==> src/rtl/alu_pkg.sv <==
// Shared definitions for the ALU sharing controller: fxn codes, FSM states, helpers.
package alu_pkg;

  localparam int unsigned ALU_W = 6;
  localparam int unsigned FXN_W = 3;

  localparam logic [FXN_W-1:0] FXN_PASS_A = 3'b000;
  localparam logic [FXN_W-1:0] FXN_PASS_B = 3'b001;
  localparam logic [FXN_W-1:0] FXN_NEG_A  = 3'b010;
  localparam logic [FXN_W-1:0] FXN_NEG_B  = 3'b011;
  localparam logic [FXN_W-1:0] FXN_LT     = 3'b100;
  localparam logic [FXN_W-1:0] FXN_XNOR   = 3'b101;
  localparam logic [FXN_W-1:0] FXN_ADD    = 3'b110;
  localparam logic [FXN_W-1:0] FXN_SUB    = 3'b111;

  typedef enum logic [1:0] {
    ST_IDLE = 2'd0,
    ST_EXEC = 2'd1,
    ST_RESP = 2'd2
  } state_t;

  // Client index to one-hot 2-bit vector.
  function automatic logic [1:0] onehot2(input logic idx);
    return idx ? 2'b10 : 2'b01;
  endfunction

endpackage

==> src/rtl/alu_share_ctrl_rr_arb2.sv <==
// Two-way round-robin arbiter: one-hot grant favouring the client that did not win last.
module rr_arb2
  import alu_pkg::*;
(
  input  logic [1:0] i_valid,
  input  logic       i_last_grant,
  output logic [1:0] o_grant_c
);

  always_comb begin
    o_grant_c = 2'b00;
    case (i_valid)
      2'b01:   o_grant_c = 2'b01;
      2'b10:   o_grant_c = 2'b10;
      2'b11:   o_grant_c = onehot2(~i_last_grant);
      default: o_grant_c = 2'b00;
    endcase
  end

endmodule

==> src/rtl/alu_share_ctrl.sv <==
// Shares one combinational ALU between two clients: arbitrate, hold operands for
// ALU_LAT cycles, capture X and return it to the granted client.
module alu_share_ctrl
  import alu_pkg::*;
#(
  parameter int unsigned W       = ALU_W,
  parameter int unsigned ALU_LAT = 1
) (
  input  logic             clk,
  input  logic             rst_n,
  input  logic [1:0]       req_valid,
  output logic [1:0]       req_ready,
  input  logic [2*W-1:0]   req_a,
  input  logic [2*W-1:0]   req_b,
  input  logic [5:0]       req_fxn,
  output logic [1:0]       resp_valid,
  input  logic [1:0]       resp_ready,
  output logic [W-1:0]     resp_data,
  output logic [W-1:0]     alu_a,
  output logic [W-1:0]     alu_b,
  output logic [FXN_W-1:0] alu_fxn,
  input  logic [W-1:0]     alu_x,
  output logic             busy
);

  localparam int unsigned      CNT_W    = (ALU_LAT > 1) ? $clog2(ALU_LAT) : 1;
  localparam logic [CNT_W-1:0] CNT_LAST = CNT_W'(ALU_LAT - 1);

  state_t             r_state, w_state_nxt;
  logic [CNT_W-1:0]   r_cnt, w_cnt_nxt;
  logic               r_grant, w_grant_nxt;
  logic               r_last_grant, w_last_grant_nxt;
  logic [W-1:0]       r_alu_a, w_alu_a_nxt;
  logic [W-1:0]       r_alu_b, w_alu_b_nxt;
  logic [FXN_W-1:0]   r_alu_fxn, w_alu_fxn_nxt;
  logic [W-1:0]       r_resp_data, w_resp_data_nxt;
  logic [1:0]         r_resp_valid, w_resp_valid_nxt;
  logic               r_busy, w_busy_nxt;

  logic [1:0]         w_arb_grant;
  logic               w_pick;
  logic [W-1:0]       w_sel_a, w_sel_b;
  logic [FXN_W-1:0]   w_sel_fxn;

  rr_arb2 u_arb (
    .i_valid      (req_valid),
    .i_last_grant (r_last_grant),
    .o_grant_c    (w_arb_grant)
  );

  // Operand mux for whichever client the arbiter picks this cycle.
  assign w_pick    = w_arb_grant[1];
  assign w_sel_a   = w_pick ? req_a[2*W-1:W]   : req_a[W-1:0];
  assign w_sel_b   = w_pick ? req_b[2*W-1:W]   : req_b[W-1:0];
  assign w_sel_fxn = w_pick ? req_fxn[5:3]     : req_fxn[2:0];

  // Accept is offered only from IDLE and is forced low while reset is held.
  assign req_ready = (rst_n && (r_state == ST_IDLE)) ? w_arb_grant : 2'b00;

  always_ff @(posedge clk or negedge rst_n) begin
    if (!rst_n) begin
      r_state <= ST_IDLE;
    end else begin
      r_state <= w_state_nxt;
    end
  end

  always_comb begin
    w_state_nxt      = r_state;
    w_cnt_nxt        = r_cnt;
    w_grant_nxt      = r_grant;
    w_last_grant_nxt = r_last_grant;
    w_alu_a_nxt      = r_alu_a;
    w_alu_b_nxt      = r_alu_b;
    w_alu_fxn_nxt    = r_alu_fxn;
    w_resp_data_nxt  = r_resp_data;
    w_resp_valid_nxt = r_resp_valid;
    w_busy_nxt       = r_busy;

    case (r_state)
      ST_IDLE: begin
        if (w_arb_grant != 2'b00) begin
          w_alu_a_nxt   = w_sel_a;
          w_alu_b_nxt   = w_sel_b;
          w_alu_fxn_nxt = w_sel_fxn;
          w_grant_nxt   = w_pick;
          w_cnt_nxt     = '0;
          w_busy_nxt    = 1'b1;
          w_state_nxt   = ST_EXEC;
        end
      end
      ST_EXEC: begin
        w_cnt_nxt = r_cnt + CNT_W'(1);
        if (r_cnt == CNT_LAST) begin
          w_resp_data_nxt  = alu_x;
          w_resp_valid_nxt = onehot2(r_grant);
          w_state_nxt      = ST_RESP;
        end
      end
      ST_RESP: begin
        if (resp_ready[r_grant]) begin
          w_last_grant_nxt = r_grant;
          w_resp_valid_nxt = 2'b00;
          w_busy_nxt       = 1'b0;
          w_state_nxt      = ST_IDLE;
        end
      end
      default: begin
        w_resp_valid_nxt = 2'b00;
        w_busy_nxt       = 1'b0;
        w_state_nxt      = ST_IDLE;
      end
    endcase
  end

  // Datapath and output registers.
  always_ff @(posedge clk or negedge rst_n) begin
    if (!rst_n) begin
      r_cnt        <= '0;
      r_grant      <= 1'b0;
      r_last_grant <= 1'b1;
      r_alu_a      <= '0;
      r_alu_b      <= '0;
      r_alu_fxn    <= '0;
      r_resp_data  <= '0;
      r_resp_valid <= 2'b00;
      r_busy       <= 1'b0;
    end else begin
      r_cnt        <= w_cnt_nxt;
      r_grant      <= w_grant_nxt;
      r_last_grant <= w_last_grant_nxt;
      r_alu_a      <= w_alu_a_nxt;
      r_alu_b      <= w_alu_b_nxt;
      r_alu_fxn    <= w_alu_fxn_nxt;
      r_resp_data  <= w_resp_data_nxt;
      r_resp_valid <= w_resp_valid_nxt;
      r_busy       <= w_busy_nxt;
    end
  end

  assign alu_a      = r_alu_a;
  assign alu_b      = r_alu_b;
  assign alu_fxn    = r_alu_fxn;
  assign resp_data  = r_resp_data;
  assign resp_valid = r_resp_valid;
  assign busy       = r_busy;

endmodule

==> config.mk <==
export PLATFORM = sky130hd
export DESIGN_NAME = alu_share_ctrl
export DESIGN_NICKNAME = d
export VERILOG_FILES = /design/src/rtl/alu_pkg.sv /design/src/rtl/alu_share_ctrl_rr_arb2.sv /design/src/rtl/alu_share_ctrl.sv
export SDC_FILE = /design/constraint.sdc
export NUM_CORES = 1
export LEC_CHECK = 0
export CORE_MARGIN = 2
export CORE_UTILIZATION = 30
export DETAILED_ROUTE_END_ITERATION = 10
export DONT_BUFFER_PORTS = 1
export SYNTH_ARGS = -nofsm -noshare
export SYNTH_HDL_FRONTEND = slang
export SYNTH_SLANG_ARGS = --single-unit
export TNS_END_PERCENT = 30
==> constraint.sdc <==
create_clock -name clk -period 1.9 [get_ports clk]
set_clock_uncertainty 0.1 [all_clocks]
set_input_delay 0.19 -clock clk [delete_from_list [all_inputs] [get_ports clk]]
set_output_delay 0.19 -clock clk [all_outputs]
set_load 0.01 [all_outputs]
==> results of run 1 <==
==> report_power, final <==
group          total [µW]  internal [µW]  leakage (µW)  switching, µW
Clock                 630            389     0.0000552            242
Sequential           1280            926      0.000351            352
Combinational         863            420      0.000305            443
Total                2770           1730      0.000711           1040
==> routing by layer <==
| metal | vias up | share of wire (%) | track usage (%) |
|---|---|---|---|
| li1 | 530 | - | - |
| met1 | 574 | 39 | 17.65 |
| met4 | 0 | 2.4 | 9.434 |
| met5 | - | 0 | 0 |
| met2 | 51 | 50 | 24.49 |
| met3 | 7 | 8.1 | 3.516 |
==> cells by family (layout without fill, tap and decap cells) <==
family,Yosys count,in the layout,share of synthesized area (%)
AOI/OAI and AO/OA,57,57,25.44
and+or+nand+nor,32,32,10.43
DFF,29,29,53.16
buffers and inverters,13,32,5.215
muxes,7,7,5.764
==> synthesized netlist by cell type <==
cell	count	area share, %
nor2b_1	1	0.46
nand2b_1	3	1.4
o2bb2ai_1	2	1.3
nand2_1	3	0.82
a21boi_1	1	0.55
a21oi_1	16	5.9
nor2_1	20	5.5
inv_1	3	0.82
nand3b_1	1	0.55
nor3_1	1	0.37
o21ba_2	1	0.73
o22a_1	1	0.64
mux2_2	7	5.8
a31oi_1	1	0.46
o21ai_0	18	6.6
dfstp_2	1	1.9
o31ai_1	15	8.2
or2_1	2	0.91
buf_6	3	2.5
o22ai_1	1	0.46
clkbuf_1	7	1.9
and3_1	1	0.46
dfrtp_1	28	51
a22o_1	1	0.64
==> state kept, by name (all words and copies together), names as in the netlist <==
register      cells
alu_a             6
alu_b             6
alu_fxn           3
busy              1
r_cnt             1
r_grant           1
r_last_grant      1
r_state           2
resp_data         6
resp_valid        2
==> cell type report <==
class | instances | area share (%)
Sequential cell | 29 | 43.01
Clock inverter | 2 | 2.073
Tap cell | 52 | 3.849
Timing Repair Buffer | 21 | 11.84
Inverter | 3 | 0.6662
Clock buffer | 6 | 4.293
Multi-Input combinational cell | 96 | 34.27
==> repair_timing <==
| action | 4_1_cts | 5_1_grt |
|---|---|---|
| gates resized for setup | 1 | 3 |
| hold endpoints to repair | 40 | 0 |
| setup buffers | 0 | 0 |
| hold buffers | 13 | 0 |
| setup endpoints to repair | 1 | 17 |
| cloned | 0 | 0 |
==> worst max-delay path: cells and delay by family (launching register included) <==
kind	cells	cell delay, ps
flops	1	440
simple gates	3	770
==> stage by stage <==
step,worst slack (ps),power [µW]
CTS,36.27,2780
floorplan,252.5,1903
global route,24.57,2965
global placement,174.0,2039
detailed placement,60.31,2102
finish,112.7,2771
==> worst min-delay path by stage <==
stage,from,to,slack (ps),depth (start not counted)
after floorplan,rst_n,alu_a[0],-210,0
after detailed placement,rst_n,alu_fxn[1],-200,0
final,req_fxn[1],alu_fxn[1],6,2
after global routing,req_fxn[1],alu_fxn[1],10,2
after CTS,req_fxn[1],alu_fxn[1],4,2
after global placement,rst_n,busy,-200,0
==> impl_metrics.ini, run 1 <==
[job]
cap_violations = 0

[sta]
grt_setup_unrepaired = no
setup_viol = 0
max_clock_freq_ghz = 0.5595
period_share_pct = 94.07
tightestPinTransition_ps = 335.4
hold_viol = 0
relSlewSlack_pct = 77.64
hold_slack_ps = 6.318
min_period_ps = 1787
fin_setup_tns_ps = 0
finalMaxSlewViolations = 0

[die]
core_um2 = 4384
die_h_um = 71.52
die_w_um = 71.52
ios = 68
rows = 24
die-area_um2 = 5114
start_util_pct = 31.19

[critical_path]
cp_slowest_cell = dfrtp_1
startpoint = r_state[1]
critical_path.max_stage_delay_ps = 440
cp.required_ps = 1610
start_kind = register
r2r-start = r_state[1]
arrival_ps = 1500
path_max_fanout = 11
cp_cell_sequence = or2_4 -> nor2_1 -> and3_1
crit_end = req_ready[1]
end_kind = output port
reg2reg_slack_ps = 160
setup.worst_path.class = reg2out
rr_worst_depth = 3
regToRegEndpoint = alu_a[3]

[route]
via_count = 1162
via_per_inst = 5.560
dr.pass1.iters = 4
ant_nets = 0
wl_um = 3677
wire_per_inst_um = 17.59
drtIter0Drc = 58
drcViolationCount = 0

[cts]
cts.sinks = 29
cts_buffers = 5
cts_max_level = 2
clock_latency_ps = 280
clock_path_buffers = 2
cts_tree = built
clkTransAtPathRegs_ps = 70
cts-root-buf = clkbuf_8

[synth]
syn_nets = 180
syn_inst = 138
yosysWarningCount = 0
synth_area_um2 = 1368
ys_types = 24
ys_ff_latch = 29
postSynthAreaPerCell_um2 = 9.910
seq_area_frac_synth_pct = 53.16

[power_and_ir_drop]
powerDensity_nw_per_um2 = 1639
p_leak_uw = 0.0007110
ir_drop_mv = 0.3833

[cells_and_area]
multiInputGateArea_um2 = 579.3
seq_area_um2 = 726.9
final_cell_mix = dfrtp_1 (28), nor2_1 (20), o21ai_0 (18)
final_cell_area_um2 = 1690
layout.nets = 198
post-route-util_pct = 38.56
fin_cells = 209
drive_above_1_share_pct = 17.83
layout_commonest_cell = dfrtp_1
diodes = 0
fillers = 446
layout-area-overhead-vs-synth_pct = 23.60

[global_route]
antenna_found_initial = 0
track_usage_pct = 14.96
grt_pass1_wl_um = 5796
overflow = 0
grt_pass1_vias = 1208
grt_max_degree = 30

[placement]
place_congestion = 0.8523
place.port_buffers = 0
post-dp-hpwl_um = 2596
place_area_um2 = 1433
dp.cells = 188

[min_path]
hold_class = in2reg

[outcome]
status = completed
Power figures use the tool's default switching activity.
==> run 2: changes to the inputs <==
Settings changed: CORE_MARGIN 2 to 4.
==> impl_metrics.ini, run 2 (synthesis results as in run 1) <==
[outcome]
status = completed

[sta]
max_clock_freq_ghz = 0.5592
fin_setup_tns_ps = 0
setup_viol = 0
period_share_pct = 94.12
finalMaxSlewViolations = 0
grt_setup_unrepaired = no
min_period_ps = 1788
tightestPinTransition_ps = 478.0
relSlewSlack_pct = 68.02
hold_viol = 0

[placement]
place.port_buffers = 0
place_area_um2 = 1418
place_congestion = 0.8124
post-dp-hpwl_um = 2788

[cts]
clock_latency_ps = 280
cts_setup_buffers = 0
cts_max_level = 2
clock_path_buffers = 2
cts_tree = built
cts.sinks = 29
cts_buffers = 5
clkTransAtPathRegs_ps = 70
cts-root-buf = clkbuf_8

[cells_and_area]
drive_above_1_share_pct = 17.22
fillers = 436
diodes = 0
layout_commonest_cell = dfrtp_1
final_cell_area_um2 = 1640
multiInputGateArea_um2 = 571.8
final_cell_mix = dfrtp_1 (28), nor2_1 (20), o21ai_0 (18)
layout.nets = 192
layout-area-overhead-vs-synth_pct = 19.94
seq_area_um2 = 726.9

[die]
rows = 24
die_h_um = 75.52
die-area_um2 = 5703
start_util_pct = 31.19
die_w_um = 75.52
ios = 68
core_um2 = 4384

[critical_path]
startpoint = r_state[0]
regToRegEndpoint = alu_a[5]
path_max_fanout = 11
r2r-start = r_state[0]
cp.required_ps = 1610
setup.worst_path.class = reg2out
reg2reg_slack_ps = 180
arrival_ps = 1500
rr_worst_depth = 3
end_kind = output port
start_kind = register
crit_end = req_ready[1]

[global_route]
track_usage_pct = 13.66
grt_pass1_wl_um = 5658
antenna_found_initial = 0
grt_max_degree = 30
grt_pass1_vias = 1175
overflow = 0

[route]
drtIter0Drc = 67
wire_per_inst_um = 18.91
drcViolationCount = 0
via_count = 1101
ant_nets = 0
wl_um = 3838
via_per_inst = 5.424
dr.pass1.iters = 4

[min_path]
hold_class = in2reg

[power_and_ir_drop]
p_leak_uw = 0.0006836
powerDensity_nw_per_um2 = 1701
finalPower_uw = 2790
ir_drop_mv = 0.4151

[job]
cap_violations = 0
-- run 2: cell types whose count changed in the layout (fill, tap and decap cells not counted) --
cell,delta
clkbuf_8,+1
clkinv_2,-1
nand2b_1,+1
clkbuf_1,-1
buf_4,-2
dlygate4sd3_1,-4
clkinvlp_4,+1
nand2b_4,-1
-- run 2: metrics by stage --
step | util [%] | instances | worst slack [ps] | hold WS, ps
6_report | 37.41 | 203 | 111.7 | 12.06
2_1_floorplan | - | 138 | 252.5 | -205.6
4_1_cts | 37.36 | 203 | 23.14 | 0.9152
5_1_grt | 37.41 | 203 | 31.35 | 19.05
3_3_place_gp | 32.33 | 186 | 164.1 | -204.3
3_5_place_dp | 32.33 | 186 | 33.94 | -204.6
-- run 2: area by class of cell --
type	count	area share, %
Tap cell	52	3.966
Multi-Input combinational cell	96	34.86
Clock inverter	2	2.288
Sequential cell	29	44.32
Inverter	3	0.6865
Timing Repair Buffer	15	8.848
Clock buffer	6	5.034
-- run 2: how the worst min path moves through the flow --
stage | startpoint | endpoint | cells after the start
after CTS | req_fxn[2] | alu_fxn[2] | 2
after floorplan | rst_n | alu_a[0] | 0
after global placement | rst_n | busy | 0
final | req_b[1] | alu_b[1] | 2
after detailed placement | rst_n | busy | 0
after global routing | req_a[8] | alu_a[2] | 2
-- run 2: critical path, cell delays in order (launching register included) --
cell and delay [ps]:
dfrtp_1 460, or2_4 300, nor2_1 190, and3_1 260
-- run 2: repair_timing --
item | CTS | global route
hold buffers | 9 | 0
resized for setup | 0 | 2
endpoints found under the setup margin | 0 | 12
endpoints found under the hold margin | 36 | 0
-- run 2: layer usage --
metal / part of all wire (%) / wire, µm / GRT usage (%) / vias up
met2: 50 / 1905 / 22.44 / 50
met4: 0.94 / 36 / 5.243 / 0
met1: 36 / 1384 / 14.42 / 529
li1: - / - / - / 520
met5: 0 / 0 / 0 / -
met3: 13 / 512 / 8.047 / 2
-- run 2: report_power, final --
part / total [µW] / internal (µW) / switching (µW)
clock network: 670 / 426 / 244
logic: 836 / 401 / 435
registers: 1280 / 925 / 360
total: 2790 / 1750 / 1040
==> run 3: changes to the inputs <==
Settings changed: CELL_PAD_IN_SITES_DETAIL_PLACEMENT set to 0, CELL_PAD_IN_SITES_GLOBAL_PLACEMENT set to 1, CORE_UTILIZATION 30 to 44, PLACE_DENSITY_LB_ADDON set to 0.1.
==> impl_metrics.ini, run 3 (synthesis results as in run 1) <==
[critical_path]
arrival_ps = 1500
worst-path-buf-inv = 1
cp_top_family = simple AND/OR/NAND/NOR gates
path_max_fanout = 11
rr_worst_depth = 3
crit_cells = 4
cp_cell_sequence = or2_4 -> buf_6 -> nor2_4 -> and3_4
crit_end = req_ready[1]
end_kind = output port
start_kind = register
critical_path.max_stage_delay_ps = 410
reg2reg_slack_ps = 220
r2r-start = r_state[1]
setup.worst_path.class = reg2out
cp_slowest_cell = dfrtp_2
cp.required_ps = 1610
regToRegEndpoint = alu_b[3]
startpoint = r_state[1]

[job]
cap_violations = 0

[cells_and_area]
multiInputGateArea_um2 = 588.1
layout_commonest_cell = dlygate4sd3_1
layout-area-overhead-vs-synth_pct = 38.79
seq_area_um2 = 728.2
fillers = 240
final_cell_mix = dlygate4sd3_1 (40), dfrtp_1 (27), nor2_1 (19)
final_cell_area_um2 = 1898
layout.nets = 225
drive_above_1_share_pct = 15.30
diodes = 0

[route]
dr.pass1.iters = 4
drtIter0Drc = 87
via_count = 1252
wire_per_inst_um = 16.91
drcViolationCount = 0
ant_nets = 0
via_per_inst = 5.850
wl_um = 3619

[placement]
post-dp-hpwl_um = 2332
place_area_um2 = 1391
place_congestion = 0.7026
place.port_buffers = 0

[cts]
cts_tree = built
clkTransAtPathRegs_ps = 80
clock_latency_ps = 320
clock_path_buffers = 2
cts.sinks = 29
cts-root-buf = clkbuf_4
cts_buffers = 5
cts_max_level = 2

[sta]
max_clock_freq_ghz = 0.5596
grt_setup_unrepaired = no
relSlewSlack_pct = 57.49
tightestPinTransition_ps = 633.9
setup_viol = 0
fin_setup_tns_ps = 0
period_share_pct = 94.06
min_period_ps = 1787
finalMaxSlewViolations = 0
hold_viol = 0

[min_path]
hold_class = in2reg

[global_route]
grt_pass1_wl_um = 5796
antenna_found_initial = 0
track_usage_pct = 18.86
grt_max_degree = 30
grt_pass1_vias = 1258
overflow = 0

[die]
die-area_um2 = 4064
die_h_um = 63.75
ios = 68
die_w_um = 63.75
rows = 19
start_util_pct = 47.94
core_um2 = 2853

[power_and_ir_drop]
powerDensity_nw_per_um2 = 1372
p_leak_uw = 0.0007977
ir_drop_mv = 0.8231
finalPower_uw = 2604

[outcome]
status = completed
[run 3: cell count changes in the layout (fill, tap and decap cells not counted), sizes merged]
| cell | change |
|---|---|
| buf | +1 |
| bufinv | -1 |
| clkbuf | +1 |
| dlygate4sd3 | +32 |
| clkinvlp | -1 |
[run 3: per-stage QoR]
step,std cells,util (%),worst slack (ps),hold WS (ps)
3_3_place_gp,165,48.77,146.4,-204.8
3_5_place_dp,165,48.77,83.96,-204.9
2_1_floorplan,138,-,252.5,-205.6
5_1_grt,214,66.54,28.88,0.6372
4_1_cts,214,66.10,29.67,18.11
6_report,214,66.54,112.9,30.19
[run 3: layer usage]
layer	part of all wire, %	vias up	global-route usage, %
met5	0	-	0
met4	1.0	0	4.852
met3	10	5	9.632
met2	49	59	30.77
met1	40	603	22.05
li1	-	585	-
[run 3: final cells by class]
class                      instances  area share (%)
clock buffer                       7           2.900
inverter                           3          0.5933
multi-input combinational         96           30.98
sequential                        29           38.37
tap                               31           2.044
timing repair buffer              48           25.12
[run 3: where the power goes]
group,internal (µW),leakage [µW],switching (µW)
Combinational,494,0.000417,477
Clock,174,0.0000314,202
Sequential,925,0.000350,331
[run 3: how the worst min path moves through the flow]
stage	endpoint	slack, ps	start	cells after the start
detailed placement	busy	-200	rst_n	0
global route	r_grant	0.6	req_valid[0]	2
global placement	busy	-200	rst_n	0
CTS	r_state[1]	20	resp_ready[0]	2
finish	r_state[1]	30	resp_ready[0]	2
floorplan	alu_a[0]	-210	rst_n	0
[run 3: worst reg2reg max path, delay by kind of cell, from the launching register on]
family,cells,cell delay [ps]
simple gates,2,750
flops,1,410
compound gates,1,330
[run 3: timing repair]
action / in CTS / in global routing
cloned: 0 / 0
setup buffers: 1 / 0
resized for setup: 4 / 3
hold endpoints to repair: 51 / 0
endpoints found under the setup margin: 2 / 13
hold buffers: 41 / 0
